==> src/rtl/spram_pipe.sv <==
// -----------------------------------------------------------------------------
// spram_pipe
//   Parametrised single-port synchronous RAM with per-byte write enables,
//   a configurable read pipeline, selectable read-during-write result and a
//   hardware clear sweep that zeroes every word after reset.
//
// Parameters
//   DATA_WIDTH   word width in bits (multiple of 8)
//   ADDR_WIDTH   address width, DEPTH = 2**ADDR_WIDTH words
//   READ_LATENCY cycles from accepted read to data_out (1..3)
//   RDW_MODE     read-during-write result: 0 = old data, 1 = merged new data
//
// Ports
//   clock        sole clock, rising edge
//   reset        synchronous active-high reset
//   address      word address for read and write
//   data_in      write data
//   write_enable write request
//   byte_enable  per-byte write mask, bit i gates data_in[8i+7:8i]
//   read_enable  read request
//   data_out     read data, holds its value between reads
//   data_valid   one-cycle pulse when data_out carries a new read result
//   busy         high during reset and the clear sweep; requests are ignored
// -----------------------------------------------------------------------------
module spram_pipe #(
  parameter int DATA_WIDTH   = 8,
  parameter int ADDR_WIDTH   = 8,
  parameter int READ_LATENCY = 1,
  parameter int RDW_MODE     = 0
) (
  input  logic                    clock,
  input  logic                    reset,
  input  logic [ADDR_WIDTH-1:0]   address,
  input  logic [DATA_WIDTH-1:0]   data_in,
  input  logic                    write_enable,
  input  logic [DATA_WIDTH/8-1:0] byte_enable,
  input  logic                    read_enable,
  output logic [DATA_WIDTH-1:0]   data_out,
  output logic                    data_valid,
  output logic                    busy
);

  localparam int NUM_BYTES = DATA_WIDTH / 8;
  localparam int DEPTH     = 2 ** ADDR_WIDTH;

  typedef enum logic {
    CLEAR = 1'b0,
    READY = 1'b1
  } state_t;

  state_t                  state_reg;
  state_t                  state_next;
  logic [ADDR_WIDTH-1:0]   count_reg;
  logic [ADDR_WIDTH-1:0]   count_next;
  logic                    busy_reg;

  // ---------------------------------------------------------------------------
  // Clear-sweep controller
  // ---------------------------------------------------------------------------
  always_comb begin
    state_next = state_reg;
    count_next = count_reg;
    case (state_reg)
      CLEAR: begin
        count_next = count_reg + 1'b1;
        // The last word of the array is being cleared this cycle.
        if (count_reg == '1) begin
          state_next = READY;
        end
      end
      READY: begin
        state_next = READY;
      end
      default: begin
        state_next = CLEAR;
      end
    endcase
  end

  always_ff @(posedge clock) begin
    if (reset) begin
      state_reg <= CLEAR;
      count_reg <= '0;
      busy_reg  <= 1'b1;
    end else begin
      state_reg <= state_next;
      count_reg <= count_next;
      busy_reg  <= (state_next == CLEAR);
    end
  end

  assign busy = busy_reg;

  // ---------------------------------------------------------------------------
  // Request qualification: nothing is accepted during reset or the sweep.
  // ---------------------------------------------------------------------------
  logic                  sweep_write;
  logic                  write_accept;
  logic                  read_accept;
  logic [ADDR_WIDTH-1:0] write_address;

  assign sweep_write   = (state_reg == CLEAR) && !reset;
  assign write_accept  = (state_reg == READY) && !reset && write_enable;
  assign read_accept   = (state_reg == READY) && !reset && read_enable;
  assign write_address = sweep_write ? count_reg : address;

  // ---------------------------------------------------------------------------
  // Storage: one byte-wide array per lane so each lane maps onto its own
  // block RAM write port; the registered read forms pipeline stage 0.
  // ---------------------------------------------------------------------------
  logic [DATA_WIDTH-1:0] stage0_data;

  generate
    for (genvar gi = 0; gi < NUM_BYTES; gi++) begin : g_lane
      logic [7:0] mem_lane [DEPTH];
      logic [7:0] read_byte_reg;
      logic       lane_write;
      logic [7:0] lane_wdata;

      assign lane_write = sweep_write || (write_accept && byte_enable[gi]);
      assign lane_wdata = sweep_write ? 8'h00 : data_in[8*gi +: 8];

      always_ff @(posedge clock) begin
        if (lane_write) begin
          mem_lane[write_address] <= lane_wdata;
        end
        if (read_accept) begin
          // New-data mode forwards the incoming byte of a simultaneous write;
          // otherwise the array read returns the pre-write contents.
          if ((RDW_MODE != 0) && write_accept && byte_enable[gi]) begin
            read_byte_reg <= data_in[8*gi +: 8];
          end else begin
            read_byte_reg <= mem_lane[address];
          end
        end
      end

      assign stage0_data[8*gi +: 8] = read_byte_reg;
    end
  endgenerate

  // ---------------------------------------------------------------------------
  // Read pipeline: stage 0 is the RAM read register, stages 1..L-1 follow.
  // Data stages carry no reset; only the valid bits are flushed.
  // ---------------------------------------------------------------------------
  logic [DATA_WIDTH-1:0]   stage_data [READ_LATENCY];
  logic [READ_LATENCY-1:0] pipe_valid_reg;

  generate
    for (genvar gi = 0; gi < READ_LATENCY; gi++) begin : g_stage
      if (gi == 0) begin : g_first
        assign stage_data[gi] = stage0_data;
      end else begin : g_next
        logic [DATA_WIDTH-1:0] stage_reg;
        always_ff @(posedge clock) begin
          stage_reg <= stage_data[gi-1];
        end
        assign stage_data[gi] = stage_reg;
      end
    end
  endgenerate

  always_ff @(posedge clock) begin
    if (reset) begin
      pipe_valid_reg <= '0;
    end else begin
      pipe_valid_reg[0] <= read_accept;
      for (int i = 1; i < READ_LATENCY; i++) begin
        pipe_valid_reg[i] <= pipe_valid_reg[i-1];
      end
    end
  end

  // ---------------------------------------------------------------------------
  // Output register: loads only on a valid final stage, holds otherwise.
  // ---------------------------------------------------------------------------
  logic [DATA_WIDTH-1:0] data_out_reg;
  logic                  data_valid_reg;

  always_ff @(posedge clock) begin
    if (reset) begin
      data_out_reg   <= '0;
      data_valid_reg <= 1'b0;
    end else begin
      data_valid_reg <= pipe_valid_reg[READ_LATENCY-1];
      if (pipe_valid_reg[READ_LATENCY-1]) begin
        data_out_reg <= stage_data[READ_LATENCY-1];
      end
    end
  end

  assign data_out   = data_out_reg;
  assign data_valid = data_valid_reg;

endmodule

==> config.mk <==
export PLATFORM = sky130hd
export DESIGN_NAME = spram_pipe
export DESIGN_NICKNAME = d
export VERILOG_FILES = /design/src/rtl/spram_pipe.sv
export SDC_FILE = /design/constraint.sdc
export NUM_CORES = 2
export LEC_CHECK = 0
export CAP_MARGIN = 10
export CORE_UTILIZATION = 35
export DETAILED_ROUTE_END_ITERATION = 10
export SLEW_MARGIN = 20
export SYNTH_ARGS = -nofsm -noshare
export SYNTH_HDL_FRONTEND = slang
export SYNTH_SLANG_ARGS = --single-unit
==> constraint.sdc <==
create_clock -name clock -period 5.4 [get_ports clock]
set_input_delay 1.08 -clock clock [delete_from_list [all_inputs] [get_ports clock]]
set_output_delay 1.08 -clock clock [all_outputs]
set_load 0.03 [all_outputs]
==> metrics.md <==
| Metric | Value |
|---|---|
| Overflow after GRT | 0 |
| # clock sinks | just over 2000 |
| Met3 WL | between 10000 and 15000 µm |
| Post-synth EDFFs | about 2100 |
| Top cells by area, synth | edfxtp_1 (77%), mux4_2 (12%), mux2i_1 (2.0%) |
| Starting Density | 35.28% |
| Most flops, register | g_lane.mem_lane |
| Post-CTS setup buffer count | 0 |
| CTS tree | done |
| DRT iter0 DRCs | 4375 |
| Area Growth Syn to Fin | 14.31% |
| Drt pass-1 iters | 5 |
| Tightest Pin Transition | 1.034 ns |
| Final wirelength | between 200000 and 250000 µm |
| Met2 Routed Length | a little under 100000 µm |
| Startpoint Class | input pin |
| DRC | 0 |
| Largest register FFs | about 2000 |
| Vias/cell | approximately 5.4 |
| Clock Latency Late Sink | between 0.8 and 0.9 ns |
| Kind of critical path | input pin to flop |
| FF+latch area | about 62000 µm² |
| Max-cap violation count | 0 |
| Syn_nets | approximately 4000 |
| Layout cell share with drive strength beyond 1 | a little under a quarter |
| CP max stage cell | nor2_1 |
| Vias in the first global route | 40430 |
| Final Instance Count excl. Fillers | 7350 |
| CP max FO | 23 |
| Resized cells post-CTS | 0 |
| H-tree Lvls | 4 |
| Slew Limit Fails | 0 |
| Final hold slack | ~0.54 ns |
| Fin crit period | ~3.9 ns |
| Die H | roughly 480 µm |
| Req. time, crit path | a little under 6 ns |
| Share of the synthesized area in the top cell type | roughly three quarters |
| CTS root buffer | clkbuf_16 |
| Rel. slew slack | between 30% and 40% |
| Register area share after synthesis | between 70% and 80% |
| Tcrit/Tclk final | 72.85% |
| Die width | just under 500 µm |
| # setup viols final | 0 |
| Maximum vdd ir drop | 0.2924 mV |
| Flops & latches, synth | 2076 |
| Final Util | between 40 and 50% |
| FFs w/ async S/R, synth | 0% |
| Hold Buf Count CTS | 0 |
| Die Area | 231700 µm² |
| Number of fill cells | roughly 20000 |
| Max Freq | 254.2 MHz |
| # port buffers | 30 |
| I/O Pins | 31 |
| Synthesized area | a little over 80000 µm² |
| Routed Antenna Nets | 0 |
| Initial antenna violation count | 11 |
| Unrepaired setup endpoints after global routing | no |
| Synth Instances | around 3900 |
| Top routing layer used | met5 |
| Total track usage | around 18% |
| Core area | 227900 µm² |
| Pleak | approximately 29 nW |
| CTS clk-pin slew, worst paths | ~0.06 ns |
| Class of the worst hold path | flop to flop |
| Num CTS Buffers | between 200 and 250 |
| Total power | 33.26 mW |
| Synth warn | 0 |
| Fin Setup TNS | 0 ns |
| Syn_area_per_cell | approximately 20 µm² |
| Crit path DAT | ~4.4 ns |
| Multi-input combinational cell area | ~17000 µm² |
| First-pass GRT wire length | 294200 µm |
| Place WS | about 0.76 ns |
| Pwr Density | 361.8 nW/µm² |
| Core Rows | around 180 |
| GPL Wtd Cong | 0.8679 |
| Netlist cell types | 57 |
| WL/cell | between 20 and 30 µm |
| Finished Cell Area | around 92000 µm² |
| Vias | around 40000 |
| Worst setup margin | roughly 1.5 ns |
| Crit path cell chain | clkdlybuf4s50_1 > buf_4 > nor2_1 > buf_4 > o21ai_0 > nand2_1 > nor2_1 |
| Met1 WL | approximately 84000 µm |
| Synth Flop Type | edfxtp_1 |
| Synth area leader | edfxtp_1 |
| Placed Area | 85350 µm² |
| Final Hold Fails | 0 |
| Fin nets | 4183 |
| Clock Skew | ~0.047 ns |
| Hpwl dp | around 130000 µm |
| CTS max path bufs | 3 |
| Largest net degree at the start of global routing | about 110 |
| Status | finished clean |
| Slowest stage delay, CP | 0.90 ns |
| Dpl cells | between 6000 and 7000 |
| Crit path capture type | flop |
critical path: cells and delay by family:
kind	cells	cell delay (ns)
buffers and inverters	3	1.12
AND/OR/NAND/NOR	3	1.67
AO/OA/AOI/OAI	1	0.49
final cells by class:
cell class                      instances  area share, %
Tap cell                             3009          4.096
Inverter                                2       0.008167
Timing Repair Buffer                  254          2.600
Clock inverter                        137          1.293
Clock buffer                          250          5.845
Multi-Input combinational cell       1621          18.55
Sequential cell                      2076          67.60
Antenna cell                            1       0.002722
cells in the mapped netlist (all sizes together), types with 5 or more instances:
cell,instances
a211oi,6
or3,6
nor2,320
mux4,429
and2,13
nand2,88
xor2,6
and4,6
a221oi,15
a22o,21
nor3,35
or2,7
o221ai,32
a2111oi,8
edfxtp,2056
dfxtp,20
a21oi,99
o22ai,26
o211ai,16
nor2b,9
or4,5
a22oi,136
nand3,29
o21ai,73
nand2b,15
clkbuf,111
and3b,5
nand3b,8
mux2,8
mux2i,162
buf,133
a211o,6
nor4,12
layer usage:
layer  vias to the layer above  GRT usage (%)
met3                       307          3.186
li1                      16790              -
met1                     21320          24.25
met2                      1585          28.10
met5                         -              0
met4                         2          5.623
where the power goes:
part	switching [mW]	internal [mW]
logic	1.09	0.556
clock network	6.10	7.77
registers	0.00774	17.7
cells in the final DEF (no fill, tap or decap), drive strengths merged, types with 7 or more instances in the layout:
cell type / netlist / routed
clkbuf: 111 / 250
nand2: 88 / 88
o21ai: 73 / 73
nor2: 320 / 320
o22ai: 26 / 26
nand3b: 8 / 8
a22oi: 136 / 136
o221ai: 32 / 32
a22o: 21 / 21
a2111oi: 8 / 8
a221oi: 15 / 15
mux4: 429 / 429
nand2b: 15 / 15
nand3: 29 / 29
edfxtp: 2056 / 2056
dfxtp: 20 / 20
clkinv: 0 / 111
inv: 2 / 7
and2: 13 / 13
a21oi: 99 / 99
clkdlybuf4s50: 0 / 25
o211ai: 16 / 16
or2: 7 / 7
bufinv: 0 / 14
nor4: 12 / 12
clkinvlp: 0 / 7
mux2: 8 / 8
nor2b: 9 / 9
nor3: 35 / 35
buf: 133 / 229
mux2i: 162 / 162
logic make-up after synthesis:
group	Yosys count	share of synthesized area [%]
xor gates and xnor gates	7	0.07624
and+or+nand+nor	564	3.078
AOI/OAI and AO/OA	450	3.804
muxes	599	14.14
adders and majority gates	1	0.01556
buffers and inverters	246	1.607
DFF	2076	77.28
path summary, 6_finish.rpt:
path,start,to,slack [ns],depth (start not counted)
setup / recovery,reset,g_lane[0].mem_lane[231][6]$_DFFE_PP_,1.47,7
hold / removal,g_lane[0].read_byte_reg[6]$_DFFE_PP_,data_out[6]$_SDFFE_PP0P_,0.54,2
setup reg to reg,state_reg$_SDFF_PP0_,g_lane[0].mem_lane[68][5]$_DFFE_PP_,2.01,5
hold reg to reg,g_lane[0].read_byte_reg[6]$_DFFE_PP_,data_out[6]$_SDFFE_PP0P_,0.54,2
Power figures use the tool's default switching activity.
